[src/rtl/spi_xfer_arbiter.sv]
// spi_xfer_arbiter
//   Round-robin scheduler sharing one SPI master datapath among NREQ
//   requesters. A granted requester's byte is latched and a one-cycle
//   send_data_o pulse starts the frame. The arbiter then waits for
//   receive_data_i, returns the received byte with a done/error pulse and
//   holds off for GAP cycles so slave select drops between frames.
//
// Ports
//   PCLK, PRESET      clock, synchronous active-high reset
//   enable_i          datapath usable; grants only issued while high
//   req_i[NREQ]       level requests, held until done
//   tx_data_i         packed per-requester tx bytes, requester n at [n*DW +: DW]
//   gnt_o[NREQ]       one-hot grant, grant edge through end of WAIT
//   done_o[NREQ]      one-cycle completion pulse to the granted requester
//   err_o             one-cycle abort flag, coincident with done_o
//   rx_data_o         captured receive byte, held until next capture
//   tx_data_o         latched byte to the shifter
//   send_data_o       one-cycle frame start pulse
//   receive_data_i    one-cycle end-of-frame pulse from datapath
//   rx_shift_i        shifter parallel data, valid with receive_data_i
//   busy_o            arbiter not idle
//   tmo_flag_o        sticky timeout flag, cleared by err_clr_i
module spi_xfer_arbiter #(
  parameter int NREQ = 4,
  parameter int DW   = 8,
  parameter int GAP  = 2,
  parameter int TMO  = 4096
) (
  input  logic               PCLK,
  input  logic               PRESET,
  input  logic               enable_i,
  input  logic [NREQ-1:0]    req_i,
  input  logic [NREQ*DW-1:0] tx_data_i,
  output logic [NREQ-1:0]    gnt_o,
  output logic [NREQ-1:0]    done_o,
  output logic               err_o,
  output logic [DW-1:0]      rx_data_o,
  output logic [DW-1:0]      tx_data_o,
  output logic               send_data_o,
  input  logic               receive_data_i,
  input  logic [DW-1:0]      rx_shift_i,
  output logic               busy_o,
  output logic               tmo_flag_o,
  input  logic               err_clr_i
);

  localparam int IW = $clog2(NREQ);
  localparam int TW = $clog2(TMO);
  localparam int GW = (GAP > 1) ? $clog2(GAP) : 1;

  typedef enum logic [1:0] {ST_IDLE, ST_START, ST_WAIT, ST_GAP} state_t;

  state_t              r_state, w_state_next;
  logic [IW-1:0]       r_last, w_last_next;
  logic [NREQ-1:0]     r_gnt, w_gnt_next;
  logic [NREQ-1:0]     r_done, w_done_next;
  logic                r_err, w_err_next;
  logic [DW-1:0]       r_rx, w_rx_next;
  logic [DW-1:0]       r_tx, w_tx_next;
  logic                r_send, w_send_next;
  logic [TW-1:0]       r_timer, w_timer_next;
  logic [GW-1:0]       r_gap, w_gap_next;
  logic                r_tmo_flag, w_tmo_flag_next;

  // Round-robin pick: rotate the request vector so bit 0 is (last+1),
  // take the lowest set bit, then map the offset back to a requester.
  logic [2*NREQ-1:0]   w_dbl;
  logic [IW:0]         w_base;
  logic [NREQ-1:0]     w_rot;
  logic [NREQ-1:0]     w_hit;
  logic [IW-1:0]       w_off_acc [NREQ+1];
  logic [IW+1:0]       w_sum;
  logic [IW-1:0]       w_sel;
  logic [DW-1:0]       w_tx_arr [NREQ];

  assign w_dbl  = {req_i, req_i};
  assign w_base = {1'b0, r_last} + 1'b1;
  assign w_rot  = w_dbl[w_base +: NREQ];
  assign w_off_acc[0] = '0;

  genvar gi;
  generate
    for (gi = 0; gi < NREQ; gi++) begin : g_pick
      assign w_hit[gi] = w_rot[gi] & ~(|(w_rot & ((NREQ'(1) << gi) - NREQ'(1))));
      assign w_off_acc[gi+1] = w_off_acc[gi] | (w_hit[gi] ? IW'(gi) : '0);
      assign w_tx_arr[gi] = tx_data_i[gi*DW +: DW];
    end
  endgenerate

  assign w_sum = {1'b0, w_base} + {2'b00, w_off_acc[NREQ]};
  assign w_sel = (w_sum >= (IW+2)'(NREQ)) ? IW'(w_sum - (IW+2)'(NREQ)) : IW'(w_sum);

  always_comb begin
    w_state_next    = r_state;
    w_last_next     = r_last;
    w_gnt_next      = r_gnt;
    w_done_next     = '0;
    w_err_next      = 1'b0;
    w_rx_next       = r_rx;
    w_tx_next       = r_tx;
    w_send_next     = 1'b0;
    w_timer_next    = r_timer;
    w_gap_next      = r_gap;
    w_tmo_flag_next = err_clr_i ? 1'b0 : r_tmo_flag;

    case (r_state)
      ST_IDLE: begin
        if (enable_i && (|req_i)) begin
          w_gnt_next   = NREQ'(1) << w_sel;
          w_tx_next    = w_tx_arr[w_sel];
          w_last_next  = w_sel;
          w_send_next  = 1'b1;
          w_state_next = ST_START;
        end
      end
      ST_START: begin
        w_timer_next = '0;
        w_state_next = ST_WAIT;
      end
      ST_WAIT: begin
        w_timer_next = r_timer + 1'b1;
        if (receive_data_i || !enable_i || (r_timer == TW'(TMO-1))) begin
          w_done_next  = r_gnt;
          // A frame end coinciding with timeout or enable loss still counts
          // as success.
          w_err_next   = !receive_data_i;
          w_gnt_next   = '0;
          w_gap_next   = '0;
          w_state_next = ST_GAP;
          if (receive_data_i)
            w_rx_next = rx_shift_i;
          else if (enable_i)
            w_tmo_flag_next = 1'b1;
        end
      end
      ST_GAP: begin
        if (r_gap == GW'(GAP-1))
          w_state_next = ST_IDLE;
        else
          w_gap_next = r_gap + 1'b1;
      end
      default: w_state_next = ST_IDLE;
    endcase
  end

  always_ff @(posedge PCLK) begin
    if (PRESET) begin
      r_state    <= ST_IDLE;
      r_last     <= IW'(NREQ-1);
      r_gnt      <= '0;
      r_done     <= '0;
      r_err      <= 1'b0;
      r_rx       <= '0;
      r_tx       <= '0;
      r_send     <= 1'b0;
      r_timer    <= '0;
      r_gap      <= '0;
      r_tmo_flag <= 1'b0;
    end else begin
      r_state    <= w_state_next;
      r_last     <= w_last_next;
      r_gnt      <= w_gnt_next;
      r_done     <= w_done_next;
      r_err      <= w_err_next;
      r_rx       <= w_rx_next;
      r_tx       <= w_tx_next;
      r_send     <= w_send_next;
      r_timer    <= w_timer_next;
      r_gap      <= w_gap_next;
      r_tmo_flag <= w_tmo_flag_next;
    end
  end

  assign gnt_o       = r_gnt;
  assign done_o      = r_done;
  assign err_o       = r_err;
  assign rx_data_o   = r_rx;
  assign tx_data_o   = r_tx;
  assign send_data_o = r_send;
  assign busy_o      = (r_state != ST_IDLE);
  assign tmo_flag_o  = r_tmo_flag;

endmodule

[config.mk]
export PLATFORM = sky130hd
export DESIGN_NAME = spi_xfer_arbiter
export DESIGN_NICKNAME = d
export VERILOG_FILES = /design/src/rtl/spi_xfer_arbiter.sv
export SDC_FILE = /design/constraint.sdc
export NUM_CORES = 1
export LEC_CHECK = 0
export BUFFER_PORTS_ARGS = -buffer_cell sky130_fd_sc_hd__clkbuf_2
export CORE_MARGIN = 5
export CORE_UTILIZATION = 51
export CTS_CLUSTER_DIAMETER = 60
export DETAILED_ROUTE_END_ITERATION = 8
export PLACE_DENSITY = 0.78
export SLEW_MARGIN = 20
export SYNTH_ARGS = -nofsm -noshare
export SYNTH_HDL_FRONTEND = slang
export SYNTH_SLANG_ARGS = --single-unit
[constraint.sdc]
create_clock -name PCLK -period 3.4 [get_ports PCLK]
set_clock_uncertainty 0.2 [all_clocks]
set_input_delay 0 -clock PCLK [delete_from_list [all_inputs] [get_ports PCLK]]
set_output_delay 0 -clock PCLK [all_outputs]
set_load 0.01 [all_outputs]
Word-level counts from Yosys, hierarchy flattened
Cells that the tools add are included.
{"block": "totals", "regBits": 44}
{"block": "op_classes", "add_sub_neg": 5, "n_lt_le_gt_ge": 2, "eq_ne": 7, "n_shift": 2, "muxes": 24, "bitwise": 12, "n_reduce_logical": 20}
{"operator": "$pmux W12 S2", "n": 1}
{"operator": "$bmux W8 S2", "n": 1}
{"operator": "$mux W8", "n": 2}
{"operator": "$add A12 B1 Y12 const B", "n": 1}
{"operator": "$eq A12 B12 Y1 const B", "n": 1}
{"operator": "$mux W2", "n": 6}
{"operator": "$mux W1", "n": 9}
{"operator": "$reduce_and A3 Y1", "n": 3}
{"operator": "$mux W4", "n": 2}
{"operator": "$pmux W2 S4", "n": 1}
{"operator": "$pmux W4 S2", "n": 1}
{"operator": "$reduce_bool A2 Y1", "n": 4}
{"operator": "$shiftx A8 B4 Y4", "n": 1}
{"operator": "$ne A2 B2 Y1 const B", "n": 3}
{"operator": "$not A1 Y1", "n": 6}
{"operator": "$reduce_or A3 Y1", "n": 2}
{"operator": "$add A3 B2 Y4", "n": 1}
{"operator": "$eq A2 B2 Y1 const B", "n": 2}
{"operator": "$ge A4 B3 Y1 const B", "n": 1}
{"operator": "$reduce_and A2 Y1", "n": 2}
{"operator": "$reduce_or A2 Y1", "n": 2}
{"operator": "$reduce_or A4 Y1", "n": 1}
{"operator": "$shl A1 B2 Y4 const A", "n": 1}
{"operator": "$add A2 B1 Y3 const B", "n": 1}
{"operator": "13 further kinds", "n": 17}

Logic depth before layout (Yosys ltp)
{"block": "depth", "word_depth": 15, "ltp_mapped": 12}

Worst setup path before layout
OpenSTA, ideal clock, no wires.
{"block": "synth_path", "path_kind": "flip-flop to flip-flop", "start": "reg r_last[0]", "end": "reg r_tx[1], in the netlist tx_data_o[1]", "setup_ps": 124, "arrival_ps": 2343, "slack_ps": 733, "path_stages_with_launch": 11, "path_buffers": 1, "period_less_slack_ps": 2667, "path_cell_list": "dfxtp_1 buf_2 nor2_1 a221oi_1 a21oi_1 a211oi_1 ha_1 xor2_1 nand3_4 a221oi_2 o41ai_2"}
{"block": "synth_between", "elab_chain_len": 15}
{"element": "start: declaration", "line_no": "54", "source": "logic [IW-1:0] r_last, w_last_next;"}
{"element": "start signal: assignment", "line_no": "149", "source": "r_last <= IW'(NREQ-1);"}
{"element": "start signal: assignment", "line_no": "161", "source": "r_last <= w_last_next;"}
{"element": "$add A2 B1 Y3 *", "line_no": "77", "source": "assign w_base = {1'b0, r_last} + 1'b1;"}
{"element": "$shiftx A8 B4 Y4", "line_no": "78", "source": "assign w_rot = w_dbl[w_base +: NREQ];"}
{"element": "$reduce_or A2 Y1", "line_no": "84", "source": "assign w_hit[gi] = w_rot[gi] & ~(|(w_rot & ((NREQ'(1) << gi) - NREQ'(1))));"}
{"element": "$not A1 Y1", "line_no": "84"}
{"element": "$and A1 B1 Y1", "line_no": "84"}
{"element": "$mux W2", "line_no": "85", "source": "assign w_off_acc[gi+1] = w_off_acc[gi] | (w_hit[gi] ? IW'(gi) : '0);"}
{"element": "$or A1 B2 Y2", "line_no": "85"}
{"element": "$or A2 B2 Y2", "line_no": "85"}
{"element": "$add A3 B2 Y4 *", "line_no": "90", "source": "assign w_sum = {1'b0, w_base} + {2'b00, w_off_acc[NREQ]};"}
{"element": "$ge A4 B3 Y1 or $sub A2 B1 Y2 (tied branches)", "line_no": "91", "source": "assign w_sel = (w_sum >= (IW+2)'(NREQ)) ? IW'(w_sum - (IW+2)'(NREQ)) : IW'(w_sum);"}
{"element": "$mux W2 *", "line_no": "91"}
{"element": "$not A2 Y3 (not written as such) *", "line_no": "110", "source": "w_tx_next = w_tx_arr[w_sel];"}
{"element": "$bmux W8 S2 *", "line_no": "110"}
{"element": "$mux W8 (not written as such) * (2 in series)", "line_no": "110"}
{"element": "end signal: assignment", "line_no": "166", "source": "r_tx <= w_tx_next;"}
{"element": "end: declaration", "line_no": "59", "source": "logic [DW-1:0] r_tx, w_tx_next;"}
Every way passes the cells marked *; elsewhere a longest branch is shown, timed or not. The select of a mux whose other input is x is not followed.
A chain may end at the register's enable or synchronous reset.

Final worst setup path
{"block": "layout_path", "start": "reg r_last[0]", "end": "reg r_tx[3], in the netlist tx_data_o[3]"}
The elaborated chain is that of the path after synthesis.

==> results.json <==
{
  "post-place-ws_ps": 399,
  "hold_path.class": "in -> reg",
  "synth_fa_ha_area_share_pct": 3.12,
  "dr.pass1.iters": 4,
  "setup.worst_path.start_class": "flip-flop",
  "synth-xor-area-share_pct": 4.00,
  "setup_ws_ps": 414,
  "cts_made_buffers": 5,
  "synthFlopType": "dfxtp_1",
  "post-dp-hpwl_microns": 4140,
  "dpl.cell_count": 391,
  "synth_compound_area_share_pct": 19.3,
  "cp_max_fo": 21,
  "tns_ps": 0,
  "seq_area_sq_um": 881,
  "cts_max_path_buffers": 2,
  "via_count": 2481,
  "period_minus_slack_ps": 2990,
  "clock-root-buffer": "clkbuf_8",
  "grt_max_degree": 31,
  "diodes": 0,
  "synth_nets": 328,
  "drt-initial-drc-count": 192,
  "critPathCaptureType": "flip-flop",
  "fillCellCount": 335,
  "synth.top_cell.area_share_pct": 36.6,
  "cts-resized-gates": 0,
  "yosys.area_share.simple_pct": 27.3,
  "grt_pass1_wl_microns": 11200,
  "final_nets": 441,
  "drc": 0,
  "grt_pass1_vias": 2547,
  "ctsHtreeMaxLevel": 2,
  "r2r_setup_slack_ps": 410,
  "die_x_microns": 78.7,
  "cts.sinks": 44,
  "power.leakage_nw": 1.48,
  "fmax_mhz": 335,
  "synth_top_family_by_area": "simple AND/OR/NAND/NOR gates",
  "finalMaxSlewViolations": 0,
  "run_status": "finished, final reports clean",
  "synthArstFlopShare_pct": 0,
  "ir_drop_v": 0.000404,
  "synth_cell_types": 51,
  "ios": 77,
  "die_h_microns": 78.7,
  "core_sq_mm": 0.00466,
  "ys_ff_latch": 44,
  "vias_per_cell": 5.63,
  "grt_use_total_pct": 22.3,
  "clk-insertion-delay-late_ps": 300,
  "rsz0062_at_grt": "false",
  "yosysTopAreaCell": "dfxtp_1",
  "port_buffers": 76,
  "post-route-util_pct": 71.9,
  "setup_viol": 0,
  "cap_violations": 0,
  "area_delta_synth_final_pct": 39.1,
  "netlist_area_sq_mm": 0.00241,
  "gp_congestion": 0.834,
  "finalHoldViolations": 0,
  "ant_nets": 0,
  "grt_overflow": 0,
  "path_clk_slew_ps": 90,
  "totalWireLength_microns": 6710,
  "required_ps": 3400,
  "post-route-period-util_pct": 87.8,
  "stdcell_count": 441,
  "multiInputGateArea_sq_mm": 0.00143,
  "rows": 25,
  "synth-seq-area-share_pct": 36.6,
  "cp_data_arrival_time_ps": 2990,
  "synthCells": 273,
  "slew_headroom_pct": 39.6,
  "muxShareOfSynthArea_pct": 5.87,
  "dieArea_sq_mm": 0.00620,
  "synth_edf_count": 0,
  "synth_area_per_cell_sq_um": 8.83,
  "synth_area_leaders": "dfxtp_1 (37%), mux2i_1 (5.4%), nor2_1 (4.5%)",
  "pwr_density_cell_mw_per_mm2": 696,
  "crit_type": "reg -> reg",
  "wl_per_cell_microns": 15.2,
  "start_util_pct": 51.7,
  "drive_gt1_share_pct": 27.4,
  "cts_tree": "built",
  "antenna_found_initial": 0,
  "ys_warn_count": 0,
  "worst_slew_pin_slew_ps": 899
}
## metrics by stage
step           total power [W]  hold slack (ps)  cell area, sq um
2_1_floorplan          0.00155            -52.5              2410
3_3_place_gp           0.00183             36.9              2810
3_5_place_dp           0.00186             44.3              2810
4_1_cts                0.00233            0.465              3350
5_1_grt                0.00249             31.8              3350
6_report               0.00234             1.03              3350
## synthesized netlist by cell type, types with 4 or more instances
| master | n |
|---|---|
| and3_1 | 9 |
| mux2i_1 | 13 |
| buf_2 | 7 |
| nand2_1 | 22 |
| a221oi_2 | 4 |
| nor2_1 | 29 |
| xor2_1 | 8 |
| inv_1 | 5 |
| ha_1 | 6 |
| dfxtp_1 | 44 |
| o41ai_2 | 4 |
| a21oi_1 | 17 |
| and2_1 | 4 |
| nor2b_1 | 5 |
| nand3b_1 | 6 |
| nand3_1 | 21 |
| nand4_1 | 6 |
| clkbuf_1 | 7 |
| nor3_1 | 6 |
## cells by family (layout without fill, tap and decap cells)
| family | count (synthesis) | in the layout |
|---|---|---|
| AOI/OAI and AO/OA | 51 | 51 |
| DFF | 44 | 44 |
| xor gates and xnor gates | 11 | 11 |
| adders and majority gates | 6 | 6 |
| muxes | 14 | 14 |
| and+or+nand+nor | 125 | 125 |
| buffers and inverters | 22 | 136 |
## path summary, 6_finish.rpt
kind	to	depth (start not counted)	from
hold / removal	tx_data_o[4]$_SDFFE_PP0P_	4	tx_data_i[28]
hold reg to reg	rx_data_o[7]$_SDFFE_PP0P_	2	rx_data_o[7]$_SDFFE_PP0P_
setup / recovery	tx_data_o[3]$_SDFFE_PP0P_	8	r_last[0]$_SDFFE_PP1P_
setup reg to reg	tx_data_o[3]$_SDFFE_PP0P_	8	r_last[0]$_SDFFE_PP1P_
## sequential cells by signal (all words and copies together) (netlist names)
signal and count:
r_state 2, tx_data_o 8, err_o 1, r_gap 1
send_data_o 1, r_timer 12, r_last 2, done_o 4
rx_data_o 8, gnt_o 4, tmo_flag_o 1
## cell usage in the layout, fill, tap and decap left out, drive strengths merged, types with 2 or more instances in the layout
cell type and instances:
nand2 22, dfxtp 44, clkbuf 82, ha 6
inv 7, and3b 3, xnor2 3, or4 2
and3 9, a21o 2, nor2b 5, dlygate4sd3 42
o41ai 4, nand2b 3, a211o 2, nand3b 6
nand4 6, mux2i 13, a21oi 18, nor3b 2
nor2 29, or3 3, or2 2, buf 3
xor2 8, nand3 22, and2 4, a221oi 5
a41o 3, nor3 6, a32oi 3, o21ai 6
## power by group
| part | internal [W] | total, W | switching [W] |
|---|---|---|---|
| clock network | 0.000240 | 0.000427 | 0.000186 |
| logic | 0.000518 | 0.00121 | 0.000690 |
| registers | 0.000616 | 0.000700 | 0.0000845 |
## layout make-up
class                   count  share of cell area, %
inverters                   7                  0.784
flip-flops and latches     44                   26.3
repair buffers            121                   24.6
multi-input cells         207                   42.8
clock inverters             2                   1.16
well taps                  54                   2.01
clock buffers               6                   2.46
## what timing repair did
item,in CTS,in global routing
setup buffers,0,0
hold buffers,42,0
endpoints found under the hold margin,19,0
## per-layer routing
layer,GRT usage (%),part of all wire [%],vias to the layer above
li1,-,-,1220
met4,7.17,1.1,0
met1,26.2,43,1169
met2,40.1,50,83
met3,4.88,5.7,9
met5,0,0,-
## worst max-delay path, cell delays in order, from the launching register on
cell and delay [ps]:
dfxtp_1 500, nor2_1 90, a221oi_1 300, a21oi_1 70
a211oi_1 240, ha_1 760, mux2i_1 340, nand3_1 120
a41o_1 280
(Power assumes the default switching activity.)
